$ cat config.mk
export PLATFORM = sky130hd
export DESIGN_NAME = dma_copy_engine
export DESIGN_NICKNAME = d
export VERILOG_FILES = /design/src/rtl/dma_copy_engine.sv
export SDC_FILE = /design/constraint.sdc
export NUM_CORES = 2
export LEC_CHECK = 0
export BUFFER_PORTS_ARGS = -buffer_cell sky130_fd_sc_hd__buf_4
export CORE_UTILIZATION = 40
export CTS_BUF_LIST = sky130_fd_sc_hd__clkbuf_4 sky130_fd_sc_hd__clkbuf_8
export DETAILED_ROUTE_END_ITERATION = 10
export HOLD_SLACK_MARGIN = 0.12
export PLACE_DENSITY = 0.63
export SYNTH_ARGS = -nofsm -noshare
export SYNTH_HDL_FRONTEND = slang
export SYNTH_SLANG_ARGS = --single-unit
$ cat constraint.sdc
create_clock -name clk -period 7.95 [get_ports clk]
set_clock_uncertainty 0.15 [all_clocks]
set_input_delay 0 -clock clk [delete_from_list [all_inputs] [get_ports clk]]
set_output_delay 0 -clock clk [all_outputs]
set_load 0.02 [all_outputs]
$ cat src/rtl/dma_copy_engine.sv
// Memory-to-memory copy engine: moves len words from src_addr to dst_addr in chunks staged through a BURST-deep buffer.
// Build option DMA_COPY_CSUM_EN adds a rotate-XOR checksum of every written word on csum.
module dma_copy_engine #(
    parameter int DATA_W = 64,
    parameter int ADDR_W = 64,
    parameter int LEN_W  = 32,
    parameter int BURST  = 16
) (
    input  logic              clk,
    input  logic              rst_n,
    input  logic              start,
    input  logic [ADDR_W-1:0] src_addr,
    input  logic [ADDR_W-1:0] dst_addr,
    input  logic [LEN_W-1:0]  len,
    output logic              busy,
    output logic              done,
    output logic              rd_req_valid,
    input  logic              rd_req_ready,
    output logic [ADDR_W-1:0] rd_req_addr,
    input  logic              rd_rsp_valid,
    input  logic [DATA_W-1:0] rd_rsp_data,
    output logic              wr_valid,
    input  logic              wr_ready,
    output logic [ADDR_W-1:0] wr_addr,
    output logic [DATA_W-1:0] wr_data,
    output logic [DATA_W-1:0] csum
);
    localparam int BYTES = DATA_W / 8;
    localparam int CW    = $clog2(BURST + 1);
    localparam int IW    = $clog2(BURST);
    localparam logic [ADDR_W-1:0] STEP = ADDR_W'(BYTES);

    typedef enum logic [1:0] {IDLE, READ, WRITE, FIN} state_t;

    state_t              state_q, state_d;
    logic [ADDR_W-1:0]   rd_addr_q, rd_addr_d;
    logic [ADDR_W-1:0]   wr_addr_q, wr_addr_d;
    logic [LEN_W-1:0]    rem_q, rem_d;
    logic [CW-1:0]       chunk_q, chunk_d;
    logic [CW-1:0]       req_cnt_q, req_cnt_d;
    logic [CW-1:0]       rsp_cnt_q, rsp_cnt_d;
    logic [CW-1:0]       wr_idx_q, wr_idx_d;
    logic                wr_valid_q, wr_valid_d;
    logic [DATA_W-1:0]   wr_data_q, wr_data_d;
    logic                done_q, done_d;
    logic [DATA_W-1:0]   buffer_q [BURST];

    logic                rd_fire, rsp_take, rsp_last, wr_fire, wr_last;
    logic [LEN_W-1:0]    rem_left;
    logic [IW-1:0]       nxt_idx;

    function automatic logic [CW-1:0] chunk_of(input logic [LEN_W-1:0] r);
        if (r >= LEN_W'(BURST)) return CW'(BURST);
        return CW'(r);
    endfunction

    // A read request or write transfers on a rising edge where its valid and ready are both high;
    // valid never waits on ready, and wr_valid/wr_addr/wr_data hold while wr_valid=1 and wr_ready=0.
    assign rd_fire  = (state_q == READ) && (req_cnt_q < chunk_q) && rd_req_ready;
    assign rsp_take = (state_q == READ) && rd_rsp_valid && (rsp_cnt_q < req_cnt_q);
    assign rsp_last = rsp_take && ((rsp_cnt_q + CW'(1)) == chunk_q);
    assign wr_fire  = wr_valid_q && wr_ready;
    assign wr_last  = wr_fire && ((wr_idx_q + CW'(1)) == chunk_q);
    assign rem_left = rem_q - LEN_W'(chunk_q);
    assign nxt_idx  = IW'(wr_idx_q + CW'(1));

    always_comb begin
        state_d    = state_q;
        rd_addr_d  = rd_addr_q;
        wr_addr_d  = wr_addr_q;
        rem_d      = rem_q;
        chunk_d    = chunk_q;
        req_cnt_d  = req_cnt_q;
        rsp_cnt_d  = rsp_cnt_q;
        wr_idx_d   = wr_idx_q;
        wr_valid_d = wr_valid_q;
        wr_data_d  = wr_data_q;
        done_d     = 1'b0;
        unique case (state_q)
            IDLE: begin
                if (start) begin
                    rd_addr_d = src_addr;
                    wr_addr_d = dst_addr;
                    rem_d     = len;
                    req_cnt_d = '0;
                    rsp_cnt_d = '0;
                    chunk_d   = chunk_of(len);
                    state_d   = (len == '0) ? FIN : READ;
                end
            end
            READ: begin
                if (rd_fire) begin
                    req_cnt_d = req_cnt_q + CW'(1);
                    rd_addr_d = rd_addr_q + STEP;
                end
                if (rsp_take) rsp_cnt_d = rsp_cnt_q + CW'(1);
                // A one-word chunk has its only word arriving now, so bypass the buffer.
                if (rsp_last) begin
                    state_d    = WRITE;
                    wr_valid_d = 1'b1;
                    wr_idx_d   = '0;
                    wr_data_d  = (rsp_cnt_q == '0) ? rd_rsp_data : buffer_q[0];
                end
            end
            WRITE: begin
                if (wr_fire) begin
                    wr_addr_d = wr_addr_q + STEP;
                    if (wr_last) begin
                        wr_valid_d = 1'b0;
                        rem_d      = rem_left;
                        req_cnt_d  = '0;
                        rsp_cnt_d  = '0;
                        chunk_d    = chunk_of(rem_left);
                        state_d    = (rem_left == '0) ? FIN : READ;
                    end else begin
                        wr_idx_d  = wr_idx_q + CW'(1);
                        wr_data_d = buffer_q[nxt_idx];
                    end
                end
            end
            FIN: begin
                state_d = IDLE;
                done_d  = 1'b1;
            end
            default: state_d = IDLE;
        endcase
    end

    always_ff @(posedge clk or negedge rst_n) begin
        if (!rst_n) begin
            state_q    <= IDLE;
            rd_addr_q  <= '0;
            wr_addr_q  <= '0;
            rem_q      <= '0;
            chunk_q    <= '0;
            req_cnt_q  <= '0;
            rsp_cnt_q  <= '0;
            wr_idx_q   <= '0;
            wr_valid_q <= 1'b0;
            wr_data_q  <= '0;
            done_q     <= 1'b0;
        end else begin
            state_q    <= state_d;
            rd_addr_q  <= rd_addr_d;
            wr_addr_q  <= wr_addr_d;
            rem_q      <= rem_d;
            chunk_q    <= chunk_d;
            req_cnt_q  <= req_cnt_d;
            rsp_cnt_q  <= rsp_cnt_d;
            wr_idx_q   <= wr_idx_d;
            wr_valid_q <= wr_valid_d;
            wr_data_q  <= wr_data_d;
            done_q     <= done_d;
        end
    end

    always_ff @(posedge clk) begin
        if (rsp_take) buffer_q[rsp_cnt_q[IW-1:0]] <= rd_rsp_data;
    end

    assign busy         = (state_q != IDLE);
    assign done         = done_q;
    assign rd_req_valid = (state_q == READ) && (req_cnt_q < chunk_q);
    assign rd_req_addr  = rd_addr_q;
    assign wr_valid     = wr_valid_q;
    assign wr_addr      = wr_addr_q;
    assign wr_data      = wr_data_q;

`ifdef DMA_COPY_CSUM_EN
    logic [DATA_W-1:0] csum_q, csum_d;

    always_comb begin
        csum_d = csum_q;
        if (state_q == IDLE && start) csum_d = '0;
        else if (wr_fire) csum_d = {csum_q[DATA_W-2:0], csum_q[DATA_W-1]} ^ wr_data_q;
    end

    always_ff @(posedge clk or negedge rst_n) begin
        if (!rst_n) csum_q <= '0;
        else        csum_q <= csum_d;
    end

    assign csum = csum_q;
`else
    assign csum = '0;
`endif

`ifndef SYNTHESIS
    // Stray read data (nothing outstanding) is dropped by the datapath; flag it here.
    a_no_stray_rsp: assert property (@(posedge clk) disable iff (!rst_n)
        rd_rsp_valid |-> (state_q == READ && rsp_cnt_q < req_cnt_q));
`endif

endmodule

==> impl_metrics.py <==
metrics = {
    "critical_path": {
        "endpoint": "wr_addr[11]",
        "crit_type": "reg -> reg",
        "cp-startpoint": "state_q[1]",
        "r2r_start": "state_q[1]",
        "r2r_end": "wr_addr[11]",
        "endpoint_kind": "register",
        "crit_arrival_ns": 5.20,
        "cp-start-kind": "register",
        "r2r_slack_ns": 3.37,
        "critPathRequiredTime_ns": 8.57,
        "path_max_fanout": 174,
        "reg2reg_depth": 10,
    },
    "synth": {
        "ys_ff_latch": 1272,
        "ys_types": 78,
        "syn_area_per_cell_sq_um": 14.84,
        "synth_enable_flop_cells": 1024,
        "ys_seq_area_share_pct": 67.70,
        "netlist_area_sq_mm": 0.05458,
        "yosysWarnings": 0,
        "synth_ff_type": "edfxtp_1",
        "async_flop_share_pct": 19.50,
        "synthCells": 3678,
    },
    "global_routing": {
        "grt_overflow": 0,
        "track_usage_pct": 22.52,
        "grt_max_degree": 176,
        "grt_pass1_vias": 37250,
        "antenna_found_initial": 16,
        "grt_pass1_wl_microns": 233000,
    },
    "sta": {
        "slew_viol_final": 126,
        "fin_crit_sh_pct": 57.64,
        "max-slew-margin-rel_pct": -14.48,
        "hold_ws_ns": 0.1818,
        "fmax_ghz": 0.2182,
        "rsz0062_at_grt": "no",
        "min_period_ns": 4.583,
        "setup_tns_ns": 0,
        "setup_viol_count_final": 0,
        "worstMarginPinSlew_ns": 1.717,
        "final-hold-violation-count": 0,
    },
    "cts": {
        "cts_tree": "yes",
        "path_clk_slew_ns": 0.06,
        "cts_resized": 0,
        "clk-insertion-delay-late_ns": 0.90,
        "htreeDepth": 4,
        "cts_inserted_buffers": 204,
        "cts_root_buf": "clkbuf_8",
        "clk_path_buf_depth": 3,
        "cts_sinks": 1272,
    },
    "floorplanning": {
        "num_rows": 135,
        "initial_core_util_pct": 40.29,
        "coreArea_sq_mm": 0.1355,
        "die_h_microns": 371.4,
        "io-pin-count": 490,
        "dieArea_sq_mm": 0.1379,
        "die_x_microns": 371.4,
    },
    "drt": {
        "via_per_inst": 5.571,
        "num_vias": 37000,
        "avgRoutedWirePerCell_microns": 23.60,
        "wirelength_microns": 156700,
        "ant_nets": 0,
        "drc_errors": 0,
        "drt_iter0_markers": 3791,
        "first_pass_iters": 6,
    },
    "layout": {
        "drive_gt1_share_pct": 24.63,
        "fin_nets": 4937,
        "final-instance-count-excl-fill": 6642,
        "fill_cells": 11190,
        "ff_latch_area_sq_mm": 0.03696,
        "multiInputGateArea_sq_mm": 0.01665,
        "areaGrowthSynthToFinish_pct": 26.84,
    },
    "run_status": {
        "outcome": "complete, but fails checks",
        "failed_checks": "slew limit",
    },
    "power": {
        "power.density_mw_per_mm2": 339.7,
        "peakVddDrop_uv": 626.3,
        "power_leakage_nw": 24.86,
    },
    "placed_design": {
        "globalplace.congestion": 0.8874,
        "hpwlAfterDp_microns": 82880,
        "place_inst": 5726,
        "io_buffers": 425,
    },
    "flow_run": {
        "cap_violations": 0,
    },
    "worst_hold_path": {
        "holdCritPathClass": "in -> async",
    },
}
timing repair:
action | CTS | global route
setup buffers | 0 | 0
setup endpoints to repair | 0 | 0
hold buffers | 534 | 0
hold endpoints to repair | 1516 | 0
report_power, final:
group,internal [mW],switching (mW),total (mW)
Clock,3.06,2.64,5.70
Combinational,3.99,5.07,9.06
Sequential,7.90,0.856,8.76
Total,14.9,8.57,23.5
layer usage:
metal / track usage (%) / wire length, microns / vias up / part of all wire (%)
li1: - / - / 16230 / -
met1: 29.57 / 63670 / 18710 / 41
met2: 37.18 / 76160 / 1711 / 49
met5: 0 / 132 / - / 0.084
met4: 7.590 / 4307 / 20 / 2.7
met3: 4.752 / 12470 / 322 / 8.0
through the flow:
| stage | worst slack [ns] | cell area (sq um) | util [%] | power (mW) |
|---|---|---|---|---|
| after floorplan | 0.9760 | 54820 | - | 14.43 |
| after global placement | 3.458 | 59690 | 44.06 | 17.31 |
| after detailed placement | 3.452 | 59690 | 44.06 | 17.38 |
| after CTS | 3.443 | 69210 | 51.09 | 23.55 |
| after global routing | 3.122 | 69220 | 51.10 | 24.66 |
| final | 3.367 | 69240 | 51.11 | 23.52 |
cell type report:
class                           count  area share [%]
Sequential cell                  1272           53.38
Clock inverter                     74          0.7409
Multi-Input combinational cell   2149           24.05
Tap cell                         1781           3.219
Timing Repair Buffer             1017           13.08
Antenna cell                        9         0.03253
Clock buffer                      299           5.266
Inverter                           41          0.2223
placed cells by master, fill, tap and decap left out, drive strengths merged, types with 15 or more instances in the layout:
cell type    netlist  layout
o21ai            165     165
nand2            413     413
a21o              17      17
buf              119     484
and3              35      35
or3               15      15
nand3             77      77
a21oi            318     318
nor4              26      26
inv               41      50
clkinv             0      61
clkbuf           160     299
ha                21      21
mux2              65      65
nand4             30      30
a31oi             31      31
conb               1      64
mux2i             68      68
dlygate4sd3        0     533
nor2             236     236
o22a              30      30
nor3              31      31
o22ai             56      56
edfxtp          1024    1024
dfrtp            248     248
mux4             257     257
state kept, by name (all words and copies together) (netlist names):
name and cells:
wr_idx_q 5, rd_req_addr 64, rsp_cnt_q 5, req_cnt_q 5, wr_addr 64, buffer_q 1024
wr_data 64, chunk_q 5, wr_valid 1, done 1, state_q 2, rem_q 32
cell families (layout without fill, tap and decap cells):
| kind of cell | Yosys count | in the layout | synth area share, % |
|---|---|---|---|
| flops | 1272 | 1272 | 67.70 |
| simple gates | 915 | 915 | 7.470 |
| compound gates | 734 | 734 | 8.030 |
| mux | 390 | 390 | 13.19 |
| buf+inv | 320 | 1431 | 2.670 |
| xor+xnor | 24 | 24 | 0.4103 |
| fa+ha+maj | 22 | 22 | 0.5180 |
| other cells | 1 | 73 | 0.006870 |
worst max-delay path, stage by stage (launching register included):
cell           delay [ns]
dfrtp_1              0.62
nor2b_4              0.25
buf_4                0.54
buf_12               0.64
nand3_1              0.36
nand2_2              0.14
buf_4                0.55
o21ai_0              0.22
nand2_1              0.13
o21ai_0              0.08
dlygate4sd3_1        0.60
worst min path at each step:
stage	start	endpoint	slack (ns)
after floorplan	rst_n	chunk_q[0]	-0.45
after global placement	rst_n	rd_req_addr[12]	0.03
after detailed placement	rst_n	rd_req_addr[16]	0.03
after CTS	rst_n	rd_req_addr[19]	0.14
after global routing	rd_rsp_data[14]	wr_data[14]	0.17
final	rst_n	rd_req_addr[19]	0.18
cells in the mapped netlist, types with 47 or more instances:
| library cell | n | area (sq um) |
|---|---|---|
| a21oi_1 | 318 | 1592 |
| nand2_1 | 413 | 1550 |
| edfxtp_1 | 1024 | 30750 |
| o21ai_0 | 164 | 820.8 |
| dfrtp_1 | 248 | 6206 |
| buf_4 | 64 | 480.5 |
| mux4_2 | 257 | 5788 |
| clkbuf_1 | 160 | 600.6 |
| nor2_1 | 235 | 882.1 |
| mux2_2 | 65 | 732.0 |
| nand3_1 | 77 | 385.4 |
| buf_1 | 47 | 176.4 |
| o22ai_1 | 56 | 350.3 |
| mux2i_1 | 68 | 680.7 |
(Power assumes the default switching activity.)
